[src/rtl/alu_muldiv_seq.sv]
// Multi-cycle MULT/MULTU/DIV/DIVU sequencer that borrows the shared 32-bit ALU
// for sign fix-up, shift-add multiply and restoring-divide steps into HI/LO.
module alu_muldiv_seq #(
  parameter logic [31:0] DIV0_LO   = 32'hFFFFFFFF,
  parameter bit          DIV0_FAST = 1'b1
) (
  input  logic        clk,
  input  logic        rst,
  input  logic        start,
  input  logic [1:0]  op,
  input  logic [31:0] rs,
  input  logic [31:0] rt,
  output logic        busy,
  output logic        done,
  output logic [31:0] hi,
  output logic [31:0] lo,
  output logic        alu_req,
  output logic [31:0] alu_a,
  output logic [31:0] alu_b,
  output logic [3:0]  alu_aluc,
  input  logic [31:0] alu_r
);

  localparam logic [2:0] S_IDLE  = 3'd0;
  localparam logic [2:0] S_NEG_A = 3'd1;
  localparam logic [2:0] S_NEG_B = 3'd2;
  localparam logic [2:0] S_ITER  = 3'd3;
  localparam logic [2:0] S_FIX1  = 3'd4;
  localparam logic [2:0] S_FIX2  = 3'd5;
  localparam logic [2:0] S_DONE  = 3'd6;

  localparam logic [3:0] ALU_ADD = 4'b0000;
  localparam logic [3:0] ALU_SUB = 4'b0100;
  localparam logic [3:0] ALU_XOR = 4'b0010;

  logic [2:0]  state;
  logic [1:0]  op_q;
  logic [31:0] a_q, b_q;        // raw operands as latched at start
  logic [31:0] mag_a, mag_b;    // |A|, |B| after NEG_A / NEG_B
  logic [31:0] reg_h, reg_l;    // H/L for multiply, R/Q for divide
  logic [4:0]  cnt;
  logic        sa, sb, lz, div0;

  logic        is_div, neg_res, idle_or_done, start_div0;
  logic [31:0] div_t, mul_sum, neg_b_val;
  logic        mul_c, borrow;

  assign is_div       = op_q[1];
  assign neg_res      = sa ^ sb;
  assign idle_or_done = (state == S_IDLE) || (state == S_DONE);
  assign start_div0   = op[1] && (rt == 32'h0);

  assign busy    = !idle_or_done;
  assign alu_req = busy;
  assign done    = (state == S_DONE);

  // Carry/borrow are recovered from operand and result sign bits because the ALU has no flags.
  assign div_t     = {reg_h[30:0], reg_l[31]};
  assign mul_sum   = reg_l[0] ? alu_r : reg_h;
  assign mul_c     = reg_l[0] & ((alu_a[31] & alu_b[31]) | ((alu_a[31] | alu_b[31]) & ~alu_r[31]));
  assign borrow    = (~alu_a[31] & alu_b[31]) | ((~alu_a[31] | alu_b[31]) & alu_r[31]);
  assign neg_b_val = sb ? alu_r : b_q;

  // NOTE: every output gets a default before the case so no latch is inferred.
  always_comb begin
    alu_a    = 32'h0;
    alu_b    = 32'h0;
    alu_aluc = ALU_ADD;
    case (state)
      S_NEG_A: begin alu_b = a_q; alu_aluc = ALU_SUB; end
      S_NEG_B: begin alu_b = b_q; alu_aluc = ALU_SUB; end
      S_ITER: begin
        if (is_div) begin
          alu_a    = div_t;
          alu_b    = mag_b;
          alu_aluc = ALU_SUB;
        end else begin
          alu_a = reg_h;
          alu_b = reg_l[0] ? mag_a : 32'h0;
        end
      end
      S_FIX1: begin alu_b = reg_l; alu_aluc = ALU_SUB; end
      S_FIX2: begin
        if (is_div || lz) begin
          alu_b    = reg_h;
          alu_aluc = ALU_SUB;
        end else begin
          alu_a    = reg_h;
          alu_b    = 32'hFFFFFFFF;
          alu_aluc = ALU_XOR;
        end
      end
      default: ;
    endcase
  end

  // NOTE: all state is updated with non-blocking assignments so every register samples pre-edge values.
  always_ff @(posedge clk) begin
    if (rst) begin
      state <= S_IDLE;
      op_q  <= 2'b00;
      a_q   <= 32'h0;
      b_q   <= 32'h0;
      mag_a <= 32'h0;
      mag_b <= 32'h0;
      reg_h <= 32'h0;
      reg_l <= 32'h0;
      cnt   <= 5'd0;
      sa    <= 1'b0;
      sb    <= 1'b0;
      lz    <= 1'b0;
      div0  <= 1'b0;
      hi    <= 32'h0;
      lo    <= 32'h0;
    end else begin
      case (state)
        S_NEG_A: begin
          mag_a <= sa ? alu_r : a_q;
          state <= S_NEG_B;
        end
        S_NEG_B: begin
          mag_b <= neg_b_val;
          reg_h <= 32'h0;
          reg_l <= is_div ? mag_a : neg_b_val;
          cnt   <= 5'd0;
          state <= S_ITER;
        end
        S_ITER: begin
          if (is_div) begin
            if (reg_h[31] || !borrow) begin
              reg_h <= alu_r;
              reg_l <= {reg_l[30:0], 1'b1};
            end else begin
              reg_h <= div_t;
              reg_l <= {reg_l[30:0], 1'b0};
            end
          end else begin
            reg_h <= {mul_c, mul_sum[31:1]};
            reg_l <= {mul_sum[0], reg_l[31:1]};
          end
          cnt <= cnt + 5'd1;
          if (cnt == 5'd31) state <= S_FIX1;
        end
        S_FIX1: begin
          lz <= (reg_l == 32'h0);
          if (neg_res) reg_l <= alu_r;
          state <= S_FIX2;
        end
        S_FIX2: begin
          // hi/lo change only here, so partial results never become visible.
          if (div0) begin
            hi <= a_q;
            lo <= DIV0_LO;
          end else begin
            hi <= (is_div ? sa : neg_res) ? alu_r : reg_h;
            lo <= reg_l;
          end
          state <= S_DONE;
        end
        default: begin
          if (idle_or_done && start) begin
            op_q <= op;
            a_q  <= rs;
            b_q  <= rt;
            sa   <= ~op[0] & rs[31];
            sb   <= ~op[0] & rt[31];
            div0 <= start_div0;
            if (DIV0_FAST && start_div0) begin
              hi    <= rs;
              lo    <= DIV0_LO;
              state <= S_DONE;
            end else begin
              state <= S_NEG_A;
            end
          end else begin
            state <= S_IDLE;
          end
        end
      endcase
    end
  end

endmodule

[config.mk]
export PLATFORM = sky130hd
export DESIGN_NAME = alu_muldiv_seq
export DESIGN_NICKNAME = d
export VERILOG_FILES = /design/src/rtl/alu_muldiv_seq.sv
export SDC_FILE = /design/constraint.sdc
export NUM_CORES = 1
export LEC_CHECK = 0
export CORE_ASPECT_RATIO = 0.5
export CORE_MARGIN = 2
export CORE_UTILIZATION = 47
export CTS_CLUSTER_DIAMETER = 120
export DETAILED_ROUTE_END_ITERATION = 12
export PLACE_DENSITY_LB_ADDON = 0.1
export SYNTH_ARGS = -nofsm -noshare
export SYNTH_HDL_FRONTEND = slang
export SYNTH_SLANG_ARGS = --single-unit
[constraint.sdc]
create_clock -name clk -period 4.1 [get_ports clk]
set_input_delay 0.615 -clock clk [delete_from_list [all_inputs] [get_ports clk]]
set_output_delay 0.615 -clock clk [all_outputs]
set_load 0.05 [all_outputs]
=== Word level (Yosys, flattened, before mapping) ===
Index checks and enable logic that the tools add are counted.

* Register bits after elaboration: 270
* Latch bits: 0
* RAM bits: 0
* ROM bits: 0
* Input port bits: 101
* Output and inout bits: 135
* Word-level logic and storage cells: 98
* Memories kept: 0

* $add $sub $neg: 1
* $mul: 0
* Divide/modulo/power cells: 0
* Order comparisons: 0
* Eq/ne operators: 9
* Shifts and indexed selects: 0
* Muxes and demuxes: 36
* Bitwise logic cells: 17
* Reductions and logical operators: 20

{| class="wikitable"
|+ Operator list
! cell !! number
|-
| two-way mux 32 bit || 20
|-
| case mux 32 bit (2 select lines) || 4
|-
| case mux 32 bit (5 select lines) || 1
|-
| case mux 32 bit (3 select lines) || 1
|-
| logical NOT 32 bit || 2
|-
| two-way mux 3 bit || 5
|-
| case mux 3 bit (5 select lines) || 1
|-
| case mux 5 bit (2 select lines) || 1
|-
| == test 3 bit (second input constant) || 3
|-
| case mux 3 bit (3 select lines) || 1
|-
| AND 1 bit || 7
|-
| == test 3 x 2 -> 1 bit (second input constant) || 2
|-
| nonzero test 2 bit || 3
|-
| adder 5 x 1 -> 5 bit (second input constant) || 1
|-
| == test 5 bit (second input constant) || 1
|-
| NOT 1 bit || 5
|-
| OR reduction 5 bit || 1
|-
| inequality test 2 bit (second input constant) || 2
|-
| OR 1 bit || 4
|-
| AND reduction 2 bit || 2
|-
| OR reduction 4 bit || 1
|-
| == test 3 x 1 -> 1 bit (second input constant) || 1
|-
| logical NOT 3 bit || 1
|-
| logical OR 1 bit || 3
|-
| 7 further kinds || 10
|}

=== Depth between registers and ports, before layout ===
Gate-level depths: netlist of run 1.

* Depth after elaboration: 12
* Depth in mapped cells: 10
* Gate-level depth less buffers: 6

=== Least setup slack after synthesis of run 1 ===
Ideal clock, no wire load.

* Path type: register -> output
* Start: register state[0]
* End: output port alu_a[0]
* Arrival: 3.169 ns
* Required time: 3.485 ns
* Path slack: 0.316 ns
* Cell stages (with the launch flop): 8
* Path buffers: 3
* Path through: dfxtp_1 -> buf_2 -> clkbuf_1 -> nand3b_1 -> nor3_1 -> o21bai_1 -> clkbuf_1 -> a22o_1

* Word-level cells in the longest chain between the ends: 2
* Elaborated cells between the ends (all ways): 3
* Classes of those cells: 2 x eq/ne; 1 x mux

{| class="wikitable"
|+ Ends and longest elaborated chain
! what !! line !! source
|-
| from (decl) || 36 || <nowiki>logic [2:0] state;</nowiki>
|-
| from (signal assigned) || 100 || <nowiki>state <= S_IDLE;</nowiki>
|-
| from (signal assigned) || 119 || <nowiki>state <= S_NEG_B;</nowiki>
|-
| from (signal assigned) || 126 || <nowiki>state <= S_ITER;</nowiki>
|-
| == test 3 bit or == test 3 x 2 -> 1 bit (tied branches) || 69 || <nowiki>case (state)</nowiki>
|-
| case mux 32 bit (2 select lines) (*) || 69 ||
|-
| to (decl) || 18 || <nowiki>output logic [31:0] alu_a,</nowiki>
|}

Every way passes the cells marked *; elsewhere a longest branch is shown, timed or not.

=== Worst setup path after layout of run 1 ===
* Start: register state[0]
* End: output port alu_b[25]

* Word-level cells in the longest chain between the ends: 2
* Elaborated cells between the ends (all ways): 6
* Classes of those cells: 5 x eq/ne; 1 x mux

{| class="wikitable"
|+ Ends and longest elaborated chain
! what !! line !! source
|-
| == test 3 bit, or another cell as far along || 69 ||
|-
| case mux 32 bit (5 select lines) (*) || 69 ||
|-
| to (decl) || 19 || <nowiki>output logic [31:0] alu_b,</nowiki>
|}

Marked as above.

==> results of run 1 <==
==> state kept, by name, summed over array words and instances (netlist names) <==
register	count
a_q	32
b_q	32
hi	32
lo	32
mag_a	32
mag_b	32
reg_h	32
reg_l	32
cnt	5
state	3
div0	1
lz	1
op_q	1
sa	1
sb	1
==> worst max-delay path: stages, from the launching register on <==
cell                      delay (ns)
sky130_fd_sc_hd__dfxtp_1        0.76
sky130_fd_sc_hd__and3b_2        0.30
sky130_fd_sc_hd__buf_4          0.60
sky130_fd_sc_hd__o21ai_0        0.36
sky130_fd_sc_hd__nand3_1        0.17
sky130_fd_sc_hd__a221o_1        0.19
sky130_fd_sc_hd__buf_12         0.15
==> routing by layer <==
layer  GRT usage [%]  wire, µm  part of all wire [%]  up-vias
li1                -         -                     -     7290
met1            43.1     22500                    43     7430
met2            51.2     24200                    46      681
met3            4.02      4160                   8.0       91
met4            8.94      1370                   2.6        0
met5               0         0                     0        -
==> final timing paths <==
path / from / end / slack [ns]
setup / recovery: state[0] / alu_b[25] / 0.34
hold / removal: b_q[12] / b_q[12] / 0.48
setup reg to reg: state[0] / reg_h[8] / 0.96
hold reg to reg: b_q[12] / b_q[12] / 0.48
==> cells in the mapped netlist (2+ instances only) <==
master | instances | area (µm²)
sky130_fd_sc_hd__buf_4 | 7 | 52.6
sky130_fd_sc_hd__nand2b_1 | 2 | 12.5
sky130_fd_sc_hd__nand3_1 | 63 | 315
sky130_fd_sc_hd__o21a_1 | 2 | 15.0
sky130_fd_sc_hd__nand3b_1 | 3 | 22.5
sky130_fd_sc_hd__nor2b_1 | 6 | 37.5
sky130_fd_sc_hd__inv_1 | 4 | 15.0
sky130_fd_sc_hd__a31oi_1 | 2 | 12.5
sky130_fd_sc_hd__nor4_1 | 15 | 93.8
sky130_fd_sc_hd__nand2_1 | 388 | 1460
sky130_fd_sc_hd__a22o_1 | 31 | 272
sky130_fd_sc_hd__o21ai_0 | 127 | 636
sky130_fd_sc_hd__a211oi_1 | 95 | 713
sky130_fd_sc_hd__xnor2_1 | 2 | 17.5
sky130_fd_sc_hd__nand4_1 | 4 | 25.0
sky130_fd_sc_hd__a311oi_1 | 35 | 307
sky130_fd_sc_hd__clkbuf_1 | 153 | 574
sky130_fd_sc_hd__nor2_1 | 224 | 841
sky130_fd_sc_hd__o211ai_1 | 29 | 218
sky130_fd_sc_hd__ha_1 | 2 | 25.0
sky130_fd_sc_hd__nor3_2 | 3 | 30.0
sky130_fd_sc_hd__buf_6 | 2 | 22.5
sky130_fd_sc_hd__nor3_1 | 67 | 335
sky130_fd_sc_hd__nor3b_1 | 3 | 22.5
sky130_fd_sc_hd__mux2_2 | 29 | 327
sky130_fd_sc_hd__a22oi_1 | 35 | 263
sky130_fd_sc_hd__mux2i_1 | 131 | 1310
sky130_fd_sc_hd__buf_2 | 15 | 75.1
sky130_fd_sc_hd__or2_2 | 4 | 25.0
sky130_fd_sc_hd__a221oi_1 | 32 | 280
sky130_fd_sc_hd__dfxtp_1 | 269 | 5390
sky130_fd_sc_hd__buf_1 | 14 | 52.6
sky130_fd_sc_hd__or3_1 | 4 | 25.0
sky130_fd_sc_hd__a221o_1 | 34 | 340
sky130_fd_sc_hd__a21oi_1 | 105 | 526
sky130_fd_sc_hd__o31ai_1 | 2 | 15.0
==> final cells by class <==
cell class              count  area [µm²]  area share (%)
repair buffers            269        3320            17.6
inverters                   4        15.0          0.0795
clock buffers              37         732            3.87
multi-input cells        1497        8730            46.2
well taps                 423         529            2.80
clock inverters            11         171           0.907
flip-flops and latches    269        5390            28.6
==> per-stage QoR <==
stage | area, µm² | instances
finish | 18900 | 2510
global route | 18900 | 2510
CTS | 18900 | 2510
detailed placement | 18000 | 2462
global placement | 18000 | 2462
floorplan | 14800 | 1961
==> placed cells by master (no fill, tap or decap), types with 6 or more instances in the layout <==
cell	count
sky130_fd_sc_hd__nand2_1	388
sky130_fd_sc_hd__dfxtp_1	264
sky130_fd_sc_hd__nor2_1	218
sky130_fd_sc_hd__clkdlybuf4s50_1	168
sky130_fd_sc_hd__mux2i_1	131
sky130_fd_sc_hd__o21ai_0	127
sky130_fd_sc_hd__a21oi_1	105
sky130_fd_sc_hd__a211oi_1	95
sky130_fd_sc_hd__buf_12	70
sky130_fd_sc_hd__nor3_1	65
sky130_fd_sc_hd__nand3_1	63
sky130_fd_sc_hd__a22oi_1	35
sky130_fd_sc_hd__a311oi_1	35
sky130_fd_sc_hd__a221o_1	34
sky130_fd_sc_hd__a221oi_1	32
sky130_fd_sc_hd__a22o_1	31
sky130_fd_sc_hd__buf_4	30
sky130_fd_sc_hd__mux2_2	29
sky130_fd_sc_hd__o211ai_1	29
sky130_fd_sc_hd__clkbuf_16	26
sky130_fd_sc_hd__nor4_1	15
sky130_fd_sc_hd__clkbuf_1	7
sky130_fd_sc_hd__nor2b_1	6
==> power groups by stage <==
| stage | clock network [mW] | logic, mW | registers (mW) |
|---|---|---|---|
| after floorplan | 0 | 1.12 | 3.05 |
| after global placement | 0 | 1.67 | 3.14 |
| after detailed placement | 0 | 1.69 | 3.15 |
| after CTS | 2.64 | 1.70 | 3.09 |
| after global routing | 2.75 | 1.85 | 3.12 |
| final | 2.62 | 1.71 | 3.10 |
==> logic make-up (layout without fill, tap and decap cells) <==
| logic type | Yosys count | in the layout | share of synthesized area [%] |
|---|---|---|---|
| and+or+nand+nor | 795 | 795 | 22.4 |
| AOI/OAI and AO/OA | 536 | 536 | 24.6 |
| DFF | 269 | 269 | 36.3 |
| buffers and inverters | 195 | 321 | 5.34 |
| muxes | 160 | 160 | 11.0 |
| adders and majority gates | 2 | 2 | 0.169 |
| xor gates and xnor gates | 2 | 2 | 0.118 |
| other | 1 | 2 | 0.0253 |
==> reports/qor.tcl, run 1 <==
set qor(maxSlewViolCount) 0
set qor(worst_setup_path_end_kind) {output port}
set qor(worst_hold_path_type) {flip-flop to flip-flop}
set qor(outcome) {finished clean}
set qor(cts_post_setup_buffers_inserted) 0
set qor(crit_type) {flip-flop to output port}
set qor(number_of_nets_in_the_layout) 2170
set qor(min_period_over_period_pct) 91.8
set qor(clkPwrFrac_pct) 35.3
set qor(intPower_mw) 4.99
set qor(p_per_area_nw_per_um2) 393
set qor(gate_count_after_technology_mapping) 1960
set qor(synth.lib_cells_used.distinct) 53
set qor(cts-htree-levels) 1
set qor(root_buffer) {sky130_fd_sc_hd__clkbuf_16}
set qor(antenna_violations_before_repair) 0
set qor(grt_first_pass_wirelength_um) 81500
set qor(ys_seq_elements) 269
set qor(clk_pin_slew_ns) 0.07
set qor(vias) 15492
set qor(clock.fmax_ghz) 0.266
set qor(p_sw_share_pct) 32.9
set qor(syn_area_per_cell_um2) 7.57
set qor(detailed_router_s_first_iteration_violation_count) 1707
set qor(synth-async-reset-ratio_pct) 0
set qor(place_hpwl_um) 34100
set qor(grt_max_degree) 101
set qor(finalClockSkew_ns) 0.0134
set qor(avgRoutedWirePerCell_um) 20.8
set qor(dp_worst_setup_slack_ns) 0.829
set qor(global_route.usage.total_pct) 31.1
set qor(place.port_buffers) 233
set qor(postRouteWirelength_um) 52300
set qor(grt_pass1_vias) 14330
set qor(rsz0062_at_grt) {false}
set qor(tritoncts) {yes}
set qor(final-hold-violation-count) 0
set qor(floorplan.initialDensity_pct) 48.3
set qor(power_frac_seq_pct) 41.7
set qor(tritoncts_num_sinks) 269
set qor(cts-hold-fix-buffers) 0
set qor(tritoncts.num_buffers) 26
set qor(final_layout_size_suffix_gt1_share_pct) 9.73
set qor(core.rowCount) 45
set qor(worst_ep_arrival_time_ns) 3.15
set qor(route.detailed.vias_per_inst) 6.17
set qor(place.gp.congestion) 0.878
set qor(die_width_um) 255
set qor(max-clock-path-buffers) 3
set qor(setup_ws_ns) 0.338
set qor(switchingPower_mw) 2.45
set qor(crit_required_ns) 3.48
set qor(slew_headroom_pct) 15.8
set qor(holdWs_ns) 0.477
set qor(first_pass_iters) 7
set qor(area_growth_pct) 27.4
set qor(power.ir.vdd_worst_uv) 271
set qor(post-route-drc-count) 0
set qor(fp.dieH_um) 130
set qor(globalRouteOverflowTotal) 0
set qor(setup_tns_ns) 0
set qor(max-cap-violations) 0
set qor(antennaDiodeCount) 0
set qor(timing.hold.worst_path_depth) 2
set qor(setup_violations) 0
set qor(antenna_left) 0
set qor(timing.critical_path.from_type) {flip-flop}
set qor(yosys_most_used_dff) {sky130_fd_sc_hd__dfxtp_1}
set qor(total_power_mw) 7.43
set qor(fin_crit_ns) 3.76
set qor(seq_area_frac_synth_pct) 36.3
set qor(fill_cells) 2822
set qor(post-route-util_pct) 61.6
set qor(cellLeakagePower_nw) 6.50
set qor(overall_die_area_um2) 33100
set qor(num_io_pins) 236
set qor(power_frac_comb_pct) 23.1
set qor(tightestPinTransition_ns) 1.26
set qor(synthesis.area_um2) 14800
set qor(cts.repair.resized) 0
set qor(worst_skew_pair.late_latency_ns) 0.57
set qor(design.core.area_um2) 30700
set qor(synth-edff-count) 0
set qor(critPathMaxFanout) 64
set qor(worst_reg2reg_path_length_in_cells) 6
set qor(synth-warning-count) 0
Note: power is estimated with default switching activity, not from simulation.
==> inputs of run 2 (changes only) <==
Settings changed: CELL_PAD_IN_SITES_DETAIL_PLACEMENT set to 0, CELL_PAD_IN_SITES_GLOBAL_PLACEMENT set to 1, CORE_UTILIZATION 47 to 43.
==> run 2 against run 1 <==
- clock skew rose by 0.016 ns
- sequential share of layout area fell by 0.18 points
- via count fell by 2.2%
- sequential power barely moved
- hold slack got worse by 0.0050 ns
- combinational power barely moved
- power rose by 1.0%
- critical path type unchanged
- largest power group unchanged
==> reports/qor.tcl, run 2 (synthesis results as in run 1) <==
set qor(outcome) {finished clean}
set qor(layout_common_cells) {sky130_fd_sc_hd__nand2_1 (388), sky130_fd_sc_hd__dfxtp_1 (264), sky130_fd_sc_hd__nor2_1 (218), sky130_fd_sc_hd__clkdlybuf4s50_1 (167), sky130_fd_sc_hd__mux2i_1 (131)}
set qor(place_hpwl_um) 35900
set qor(tritoncts_num_sinks) 269
set qor(holdWs_ns) 0.472
set qor(grt_pass1_vias) 14145
set qor(crit_required_ns) 3.48
set qor(floorplan.initialDensity_pct) 43.3
set qor(fp.dieH_um) 135
set qor(final_layout_size_suffix_gt1_share_pct) 10.2
set qor(place.port_buffers) 233
set qor(multi_input_comb_area_um2) 8730
set qor(detailed_router_s_first_iteration_violation_count) 1338
set qor(cts.repair.resized) 0
set qor(place.gp.congestion) 0.865
set qor(timing.critical_path.from_type) {flip-flop}
set qor(grt_max_degree) 113
set qor(tritoncts) {yes}
set qor(number_of_nets_in_the_layout) 2177
set qor(mostFrequentLayoutCell) {sky130_fd_sc_hd__nand2_1}
set qor(root_buffer) {sky130_fd_sc_hd__clkbuf_16}
set qor(max-clock-path-buffers) 3
set qor(clk_pin_slew_ns) 0.07
set qor(vias) 15157
set qor(setup_ws_ns) 0.424
set qor(first_pass_iters) 5
set qor(final-hold-violation-count) 0
set qor(rsz0062_at_grt) {false}
set qor(postRouteWirelength_um) 53600
set qor(cellLeakagePower_nw) 6.56
set qor(max-cap-violations) 0
set qor(num_io_pins) 236
set qor(antenna_left) 0
set qor(dp_worst_setup_slack_ns) 0.588
set qor(worst_hold_path_type) {flip-flop to flip-flop}
set qor(fin_crit_ns) 3.68
set qor(route.detailed.vias_per_inst) 5.96
set qor(worst_skew_pair.late_latency_ns) 0.57
set qor(antennaDiodeCount) 0
set qor(worst_setup_path_end_kind) {output port}
set qor(setup_violations) 0
set qor(slew_headroom_pct) 28.5
set qor(finalClockSkew_ns) 0.0297
set qor(design.core.area_um2) 34200
set qor(cts_post_setup_buffers_inserted) 0
set qor(cts-hold-fix-buffers) 0
set qor(post-route-drc-count) 0
set qor(stdcell_count) 2543
set qor(maxSlewViolCount) 0
set qor(setup_tns_ns) 0
set qor(worst_ep_arrival_time_ns) 3.06
set qor(min_period_over_period_pct) 89.7
set qor(core.rowCount) 48
set qor(cts-htree-levels) 1
set qor(avgRoutedWirePerCell_um) 21.1
set qor(clock.fmax_ghz) 0.272
set qor(die_width_um) 267
set qor(tightestPinTransition_ns) 1.07
set qor(fill_cells) 3274
set qor(global_route.usage.total_pct) 29.1
set qor(critPathMaxFanout) 18
set qor(grt_first_pass_wirelength_um) 83300
set qor(power.ir.vdd_worst_uv) 252
set qor(area_growth_pct) 28.2
set qor(tritoncts.num_buffers) 26
set qor(overall_die_area_um2) 36100
set qor(globalRouteOverflowTotal) 0
set qor(crit_type) {flip-flop to output port}
set qor(p_per_area_nw_per_um2) 395
set qor(antenna_violations_before_repair) 0
set qor(post-route-util_pct) 55.5
set qor(final-seq-area_um2) 5390
set qor(post-place-cells) 2496
-- run 2: power breakdown --
group | leakage [nW] | internal [mW] | switching [mW] | total (mW)
Sequential | 2.19 | 2.82 | 0.274 | 3.10
Combinational | 3.91 | 0.669 | 1.05 | 1.72
Clock | 0.461 | 1.57 | 1.12 | 2.69
-- run 2: routing by layer --
metal	part of all wire, %	track usage (%)	wire length [µm]	up-vias
li1	-	-	-	7296
met2	46	47.7	24900	496
met5	0	0	0	-
met4	2.9	9.18	1580	0
met3	5.2	3.29	2790	85
met1	45	40.4	24300	7280
-- run 2: final timing paths --
kind | start | to | slack (ns) | depth (start not counted)
max reg2reg | op_q[1] | reg_h[24] | 0.85 | 7
min reg2reg | b_q[26] | b_q[26] | 0.47 | 2
min | b_q[26] | b_q[26] | 0.47 | 2
max | state[0] | alu_a[20] | 0.42 | 6
-- run 2: final cells by class --
class	count	area share (%)
Clock inverter	8	0.632
Timing Repair Buffer	276	17.7
Tap cell	450	2.96
Inverter	4	0.0790
Sequential cell	269	28.4
Clock buffer	39	4.32
Multi-Input combinational cell	1497	45.9
-- run 2: critical path, cell delays in order (launching register included) --
cell	delay [ns]
sky130_fd_sc_hd__dfxtp_1	0.66
sky130_fd_sc_hd__nand3b_1	0.17
sky130_fd_sc_hd__nor3_1	0.35
sky130_fd_sc_hd__o21bai_2	0.52
sky130_fd_sc_hd__buf_4	0.37
sky130_fd_sc_hd__a22o_1	0.28
sky130_fd_sc_hd__buf_12	0.17
-- run 2: per-stage QoR --
step	total power, mW	area, µm²
floorplan	4.17	14800
global placement	4.84	18100
detailed placement	4.86	18100
CTS	7.53	19000
global route	7.82	19000
finish	7.51	19000
